File: src/rtl/r_alu_seq_decoder.sv
// Sequential LEGv8 ALU decoder: R-type, I-type and multi-cycle MUL instructions to
// registered control words, with a ready/valid intake that stalls during MUL.
module r_alu_seq_decoder #(
    parameter int unsigned DATA_W    = 64,
    parameter int unsigned IMM_W     = 12,
    parameter int unsigned MUL_STEPS = 4
) (
    input  logic              clock,
    input  logic              reset_n,
    input  logic              instr_valid,
    input  logic [31:0]       instruction,
    output logic              instr_ready,
    output logic              cw_valid,
    output logic [30:0]       controlWord,
    output logic [DATA_W-1:0] K,
    output logic              illegal,
    output logic              busy
);

    localparam int unsigned STEP_W = (MUL_STEPS > 1) ? $clog2(MUL_STEPS) : 1;
    localparam logic [STEP_W-1:0] STEP_LAST = STEP_W'(MUL_STEPS - 1);

    localparam logic [4:0] FSEL_AND = 5'b00000;
    localparam logic [4:0] FSEL_ORR = 5'b00100;
    localparam logic [4:0] FSEL_EOR = 5'b01100;
    localparam logic [4:0] FSEL_ADD = 5'b01000;
    localparam logic [4:0] FSEL_SUB = 5'b01001;
    localparam logic [4:0] FSEL_MUL = 5'b11000;

    typedef struct packed {
        logic [1:0] psel;
        logic [4:0] da;
        logic [4:0] sa;
        logic [4:0] sb;
        logic [4:0] fsel;
        logic       regw;
        logic       ramw;
        logic       en_mem;
        logic       en_alu;
        logic       en_b;
        logic       en_pc;
        logic       bsel;
        logic       pcsel;
        logic       sl;
    } cw_t;

    typedef enum logic [1:0] {
        S_IDLE  = 2'd0,
        S_ISSUE = 2'd1,
        S_MULT  = 2'd2
    } state_e;

    state_e             state_q, state_d;
    logic [STEP_W-1:0]  step_q, step_d;
    logic [4:0]         da_q, da_d, sa_q, sa_d, sb_q, sb_d;
    cw_t                cw_q, cw_d;
    logic [DATA_W-1:0]  k_q, k_d;
    logic               cw_valid_q, cw_valid_d;
    logic               illegal_q, illegal_d;
    logic               busy_q, busy_d;

    logic               can_take;
    logic               accept;
    logic               is_r, is_i, is_m;
    logic [4:0]         op_fsel;
    logic               op_sl;
    cw_t                dec_cw;
    logic [DATA_W-1:0]  dec_k;
    logic               dec_illegal;
    cw_t                mul_cw;

    // Opcode bits that no decoded class looks at
    logic unused_instr_bits;
    assign unused_instr_bits = ^{instruction[31], instruction[22:21]};

    // Intake is open except mid-MUL; the final MUL step overlaps the next accept
    assign can_take    = (state_q != S_MULT) || (step_q == STEP_LAST);
    assign accept      = instr_valid && can_take;
    assign instr_ready = can_take;

    // Class and ALU operation decode of the presented instruction
    always_comb begin
        is_r = ~instruction[28] & instruction[27];
        is_i = instruction[28] & (instruction[27:26] == 2'b00) & ~instruction[23];
        is_m = (instruction[28:27] == 2'b11) & (instruction[25:24] == 2'b11);

        op_fsel = FSEL_AND;
        op_sl   = 1'b0;
        if (instruction[24]) begin
            op_fsel = instruction[30] ? FSEL_SUB : FSEL_ADD;
            op_sl   = instruction[29];
        end else begin
            case (instruction[30:29])
                2'b00:   op_fsel = FSEL_AND;
                2'b01:   op_fsel = FSEL_ORR;
                2'b10:   op_fsel = FSEL_EOR;
                default: op_fsel = FSEL_AND;
            endcase
            op_sl = instruction[30] & instruction[29];
        end

        dec_cw      = '0;
        dec_k       = '0;
        dec_illegal = 1'b0;
        if (is_r || is_i) begin
            dec_cw.psel   = 2'b01;
            dec_cw.da     = instruction[4:0];
            dec_cw.sa     = instruction[9:5];
            dec_cw.sb     = is_r ? instruction[20:16] : 5'd0;
            dec_cw.fsel   = op_fsel;
            dec_cw.regw   = 1'b1;
            dec_cw.en_alu = 1'b1;
            dec_cw.bsel   = is_i;
            dec_cw.sl     = op_sl;
            dec_k = is_r ? DATA_W'(instruction[15:10]) : DATA_W'(instruction[10 +: IMM_W]);
        end else if (is_m) begin
            dec_cw.psel = 2'b00;
            dec_cw.da   = instruction[4:0];
            dec_cw.sa   = instruction[9:5];
            dec_cw.sb   = instruction[20:16];
            dec_cw.fsel = FSEL_MUL;
        end else begin
            // Unsupported: NOP that still advances the PC
            dec_cw.psel = 2'b01;
            dec_illegal = 1'b1;
        end
    end

    // Continuing MUL word built from the fields held since accept
    always_comb begin
        mul_cw      = '0;
        mul_cw.da   = da_q;
        mul_cw.sa   = sa_q;
        mul_cw.sb   = sb_q;
        mul_cw.fsel = FSEL_MUL;
        if (step_d == STEP_LAST) begin
            mul_cw.psel   = 2'b01;
            mul_cw.regw   = 1'b1;
            mul_cw.en_alu = 1'b1;
        end
    end

    // Next state, step counter, held fields and next registered outputs
    always_comb begin
        state_d = state_q;
        step_d  = step_q;
        da_d    = da_q;
        sa_d    = sa_q;
        sb_d    = sb_q;

        if ((state_q == S_MULT) && (step_q != STEP_LAST)) begin
            step_d = step_q + STEP_W'(1);
        end else begin
            step_d = '0;
            if (accept) begin
                state_d = is_m ? S_MULT : S_ISSUE;
            end else begin
                state_d = S_IDLE;
            end
        end

        if (accept) begin
            da_d = instruction[4:0];
            sa_d = instruction[9:5];
            sb_d = instruction[20:16];
        end

        cw_d      = '0;
        k_d       = '0;
        illegal_d = 1'b0;
        if (accept) begin
            cw_d      = dec_cw;
            k_d       = dec_k;
            illegal_d = dec_illegal;
        end else if (state_d == S_MULT) begin
            cw_d = mul_cw;
        end

        cw_valid_d = (state_d != S_IDLE);
        busy_d     = (state_d == S_MULT);
    end

    always_ff @(posedge clock or negedge reset_n) begin
        if (!reset_n) begin
            state_q    <= S_IDLE;
            step_q     <= '0;
            da_q       <= '0;
            sa_q       <= '0;
            sb_q       <= '0;
            cw_q       <= '0;
            k_q        <= '0;
            cw_valid_q <= 1'b0;
            illegal_q  <= 1'b0;
            busy_q     <= 1'b0;
        end else begin
            state_q    <= state_d;
            step_q     <= step_d;
            da_q       <= da_d;
            sa_q       <= sa_d;
            sb_q       <= sb_d;
            cw_q       <= cw_d;
            k_q        <= k_d;
            cw_valid_q <= cw_valid_d;
            illegal_q  <= illegal_d;
            busy_q     <= busy_d;
        end
    end

    assign controlWord = cw_q;
    assign K           = k_q;
    assign cw_valid    = cw_valid_q;
    assign illegal     = illegal_q;
    assign busy        = busy_q;

endmodule

File: config.mk
export PLATFORM = sky130hd
export DESIGN_NAME = r_alu_seq_decoder
export DESIGN_NICKNAME = d
export VERILOG_FILES = /design/src/rtl/r_alu_seq_decoder.sv
export SDC_FILE = /design/constraint.sdc
export NUM_CORES = 1
export LEC_CHECK = 0
export CAP_MARGIN = 40
export CORE_ASPECT_RATIO = 1.25
export CORE_MARGIN = 4
export CORE_UTILIZATION = 43
export DETAILED_ROUTE_END_ITERATION = 8
export PLACE_DENSITY_LB_ADDON = 0.12
export SKIP_CTS_REPAIR_TIMING = 1
export SLEW_MARGIN = 15
export SYNTH_ARGS = -nofsm -noshare
export SYNTH_HDL_FRONTEND = slang
export SYNTH_SLANG_ARGS = --single-unit
File: constraint.sdc
create_clock -name clock -period 4.5 [get_ports clock]
set_input_delay 0.9 -clock clock [delete_from_list [all_inputs] [get_ports clock]]
set_output_delay 0.9 -clock clock [all_outputs]
set_load 0.01 [all_outputs]
==> flow_summary.ini, run 1 <==
[layout]
fin_cells = 398
layout_common_cells = 71 x clkdlybuf4s50_1, 59 x conb_1, 57 x dfrtp_1, 36 x nand2_1, 19 x o21ai_0
finalNetCount = 350
antenna_cells = 0
final_common_cell = clkdlybuf4s50_1
drive_above_1_share_pct = 11.39
area_delta_synth_final_pct = 29.83

[placement]
port_buffers = 72
dpl.hpwl_um = 3614
dpl.cell_count = 383
finalWeightedCongestion = 0.7227

[timing]
min_period_over_period_pct = 62.41
finalHoldViolations = 0
maxSlewViolCount = 0
period_minus_slack_ps = 2809
rsz0062_at_grt = false
setup_viol = 0
max-slew-margin-rel_pct = 40.71
fmax_mhz = 356.1
skew_ps = 6.086
worstMarginPinSlew_ps = 889.3
final.setup.tns_ps = 0

[synth]
yosysTopAreaCell = dfrtp_1
ys_seq_area_share_pct = 54.49
synth-seq-cells = 57
post_synth_main_area_contributors = dfrtp_1 54%, buf_4 17%, mux2_2 5.6%
synthCells = 234
netlist.area_leader.share_pct = 54.49
synth.avg_cell_area_sq_um = 11.19
syn_area_sq_um = 2618
yosys_warnings = 0
synthDistinctLibCells = 28

[die]
io_pins = 134
core-area_sq_um = 5857
initial_core_util_pct = 44.69
row_count = 31
die_area_sq_um = 7407
fp.dieH_um = 95.23
die_w_um = 77.79

[worst_setup_path]
path_buf_inv = 2
max_stage_delay_ps = 540
slowest_stage = clkdlybuf4s50_1
crit_family = buffers and inverters
worstPathMaxFanout = 23
critPathCaptureType = primary output
crit_arrival_ps = 1910
cp_cell_sequence = ha_1 > nor3b_4 > inv_2 > clkdlybuf4s50_1
critical_path_class = register to primary output
cp_data_required_time_ps = 3600
critPathLaunchType = register

[status]
outcome = finished, final reports clean

[drt]
drc_errors = 0
wl_um = 5156
vias = 1702
ant_nets = 0
wl_per_cell_um = 12.95
via_per_inst = 4.276
drt_first_pass_iters = 4
drt_iter0_drc = 104

[clock_network]
clockBufferDepth = 2
cts_root_buf = clkbuf_8
clk_pin_slew_ps = 60
cts.sinks = 57
htreeDepth = 3
clkLatencyLatePin_ps = 320
cts_buffers = 9
cts_tree = yes

[min_path]
min_path_type = register to register

[grt]
antenna_found_initial = 0
grt_pass1_wl_um = 7955
grtUsageTotal_pct = 14.25
grt_pass1_vias = 1688
grt-ovfl-total = 0
grt_max_degree = 58

[power]
peakVddDrop_mv = 0.1517
finalPower_uw = 1184
power_density_nw_per_um2 = 348.4
p_leak_uw = 0.001629

[job]
maxCapViolations = 0
-- power by group --
group | internal, uW | total (uW) | switching (uW)
clock network | 281 | 468 | 187
logic | 77.4 | 160 | 82.5
registers | 545 | 557 | 11.7
total | 903 | 1180 | 281
-- sequential cells by signal, summed over array words and instances (netlist names) --
register and count:
K 12, busy 1, controlWord 23, cw_valid 1, da_q 5, illegal 1
sa_q 5, sb_q 5, state_q 2, step_q 2
-- logic make-up (layout without fill, tap and decap cells) --
| kind of cell | after synthesis | count (layout) | share of synthesized area [%] |
|---|---|---|---|
| compound gates | 25 | 25 | 5.976 |
| fa+ha+maj | 3 | 3 | 1.434 |
| buf+inv | 68 | 92 | 18.45 |
| flops | 57 | 57 | 54.49 |
| mux | 16 | 16 | 6.836 |
| other cells | 1 | 59 | 0.1433 |
| simple gates | 64 | 64 | 12.67 |
-- layer usage --
metal	part of all wire (%)	vias to the layer above	GRT usage, %	wire length, um
li1	-	798	-	-
met1	40	818	15.73	2071
met2	50	80	24.14	2568
met3	8.6	6	5.104	442
met4	1.4	0	7.418	74
met5	0	-	0	0
-- Yosys cell counts --
cell / n
nand3b_1: 1
or4b_4: 1
and2_1: 14
nand2_1: 36
nor2_1: 2
nor2b_1: 1
clkbuf_1: 3
mux2i_1: 1
inv_2: 1
nor3b_2: 2
dfrtp_1: 57
mux2_2: 13
conb_1: 1
o221ai_1: 2
a211oi_4: 1
o21a_1: 1
nand2b_1: 3
a311oi_1: 1
nor3_2: 1
buf_2: 2
o21ai_0: 19
and3_1: 2
mux2_1: 2
buf_4: 60
nor3b_1: 1
a21o_1: 1
ha_1: 3
inv_1: 2
-- cell type report --
type	count	area (sq um)
Clock buffer	12	155.1
Clock inverter	3	40.04
Fill cell	517	2459
Inverter	3	11.26
Multi-Input combinational cell	167	932.1
Sequential cell	57	1426
Tap cell	82	102.6
Timing Repair Buffer	74	730.7
-- worst reg2reg max path: stages (launching register included) --
cell,delay (ps)
dfrtp_1,390
ha_1,230
nor3b_4,210
inv_2,210
nand2_1,600
mux2_2,410
-- metrics by stage --
step | hold WS (ps) | utilization [%] | setup WS, ps | instance area (sq um)
3_3_place_gp | 441.4 | 54.69 | 1701 | 3203
6_report | 457.2 | 58.02 | 1691 | 3398
3_5_place_dp | 450.4 | 54.69 | 1678 | 3203
4_1_cts | 458.1 | 58.02 | 1658 | 3398
5_1_grt | 486.3 | 58.02 | 1590 | 3398
2_1_floorplan | 423.3 | - | 2432 | 2835
-- worst paths after layout --
path / cells after the start / slack (ps) / to / startpoint
setup reg to reg: 5 / 2330 / sb_q[1]$_DFFE_PN0N_ / step_q[0]$_DFF_PN0_
max in group asynchronous: 2 / 3310 / controlWord[0]$_DFF_PN0_ / reset_n
hold reg to reg: 1 / 460 / step_q[0]$_DFF_PN0_ / step_q[0]$_DFF_PN0_
min in group asynchronous: 2 / 690 / K[5]$_DFF_PN0_ / reset_n
setup / recovery: 4 / 1690 / instr_ready / step_q[0]$_DFF_PN0_
hold / removal: 1 / 460 / step_q[0]$_DFF_PN0_ / step_q[0]$_DFF_PN0_
Note: power is estimated with default switching activity, not from simulation.
==> run 2: changes to the inputs <==
--- a/config.mk
+++ b/config.mk
@@ -8,7 +8,7 @@
 export CAP_MARGIN = 40
 export CORE_ASPECT_RATIO = 1.25
 export CORE_MARGIN = 4
-export CORE_UTILIZATION = 43
+export CORE_UTILIZATION = 40
 export DETAILED_ROUTE_END_ITERATION = 8
 export PLACE_DENSITY_LB_ADDON = 0.12
 export SKIP_CTS_REPAIR_TIMING = 1
==> constraint.sdc (replaced) <==
create_clock -name clock -period 2.7 [get_ports clock]
set_input_delay 0.54 -clock clock [delete_from_list [all_inputs] [get_ports clock]]
set_output_delay 0.54 -clock clock [all_outputs]
set_load 0.01 [all_outputs]
==> flow_summary.ini, run 2 (synthesis gave the netlist of run 1 again) <==
[die]
initial_core_util_pct = 41.91
io_pins = 134
row_count = 32
core-area_sq_um = 6246
fp.dieH_um = 98.44
die_w_um = 80.36
die_area_sq_um = 7910

[drt]
via_per_inst = 4.225
wl_um = 5029
drt_first_pass_iters = 4
drt_iter0_drc = 65
ant_nets = 0
wl_per_cell_um = 12.42
vias = 1711
drc_errors = 0

[timing]
max-slew-margin-rel_pct = 58.89
setup_viol = 0
skew_ps = 7.955
fmax_mhz = 407.2
finalWorstSetupSlack_ps = 244.0
final.setup.tns_ps = 0
min_period_over_period_pct = 90.96
maxSlewViolCount = 0
worstMarginPinSlew_ps = 616.7
rsz0062_at_grt = false
period_minus_slack_ps = 2456
finalHoldViolations = 0

[worst_setup_path]
critical_path_class = register to primary output
crit_arrival_ps = 1920
reg2reg_from = step_q[0]$_DFF_PN0_
r2r_end = da_q[2]$_DFFE_PN0N_
critPathCaptureType = primary output
cp_data_required_time_ps = 2160
worst-r2r-setup-slack_ps = 810
reg2reg_depth = 6
worstPathMaxFanout = 23
critPathLaunchType = register

[layout]
final_util_pct = 55.23
final_common_cell = clkdlybuf4s50_1
layout_common_cells = 71 x clkdlybuf4s50_1, 59 x conb_1, 57 x dfrtp_1, 36 x nand2_1, 19 x o21ai_0
largest_reg_flops = 23
antenna_cells = 0
register_area_sq_um = 1426
multi_input_area_sq_um = 932.1
area_delta_synth_final_pct = 31.79
fin_cells = 405
drive_above_1_share_pct = 12.50
fin_area_sq_um = 3450
fillers = 597
finalNetCount = 353

[grt]
grt_max_degree = 31
grt-ovfl-total = 0
grt_pass1_wl_um = 8073
grtUsageTotal_pct = 13.24
grt_pass1_vias = 1655
antenna_found_initial = 0

[clock_network]
htreeDepth = 3
cts_buffers = 9
cts.sinks = 57
clockBufferDepth = 2
cts_root_buf = clkbuf_8
cts_tree = yes
clk_pin_slew_ps = 70
clkLatencyLatePin_ps = 320

[power]
p_leak_uw = 0.001654
power_density_nw_per_um2 = 596.1
peakVddDrop_mv = 0.3770

[placement]
dpl_cell_area_sq_um = 3229
dpl.cell_count = 389
dpl.hpwl_um = 3695
finalWeightedCongestion = 0.7760
port_buffers = 72
dp_slack_ps = 282.9

[status]
outcome = finished, final reports clean

[min_path]
min_path_type = primary input to asynchronous set/reset pin

[job]
maxCapViolations = 0
## run 2: changes by cell type in the layout (fill, tap and decap cells not counted)
cell	delta
buf_4	+3
bufinv_16	+1
clkbuf_8	-1
clkinv_4	+1
## run 2: power by group
group | leakage (uW) | internal [uW] | switching [uW]
clock | 0.000113 | 543 | 317
combinational | 0.000799 | 132 | 137
sequential | 0.000742 | 908 | 19.7
total | 0.00165 | 1580 | 473
## run 2: critical path: stages, from the launching register on
cell             delay (ps)
dfrtp_1                 390
ha_1                    230
nor3b_4                 220
inv_2                   210
clkdlybuf4s50_1         540
## run 2: layer usage
metal	GRT usage, %	up-vias	part of all wire, %
met4	7.412	0	1.4
met3	2.285	6	7.6
met1	15.96	824	38
met5	0	-	0
li1	-	801	-
met2	22.07	80	53
## run 2: how the worst max path moves through the flow
| stage | to | cells past startpoint | start |
|---|---|---|---|
| after CTS | instr_ready | 4 | step_q[0]$_DFF_PN0_ |
| after floorplan | da_q[0]$_DFFE_PN0N_ | 6 | step_q[0]$_DFF_PN0_ |
| final | instr_ready | 4 | step_q[0]$_DFF_PN0_ |
| after global placement | controlWord[11]$_DFF_PN0_ | 4 | instruction[28] |
| after detailed placement | controlWord[11]$_DFF_PN0_ | 4 | instruction[28] |
| after global routing | instr_ready | 4 | step_q[0]$_DFF_PN0_ |
## run 2: cell type report
cell class                 count  area share [%]
timing repair buffer          77           21.84
clock inverter                 5           2.285
inverter                       3          0.3264
clock buffer                  11           4.099
multi-input combinational    167           27.02
tap                           85           3.083
sequential                    57           41.35
## run 2: stage by stage
step | total power (uW) | hold slack, ps
after floorplan | 1129 | 244.4
after global placement | 1211 | 442.9
after detailed placement | 1215 | 442.1
after CTS | 2087 | 239.3
after global routing | 2151 | 269.7
final | 2056 | 225.1
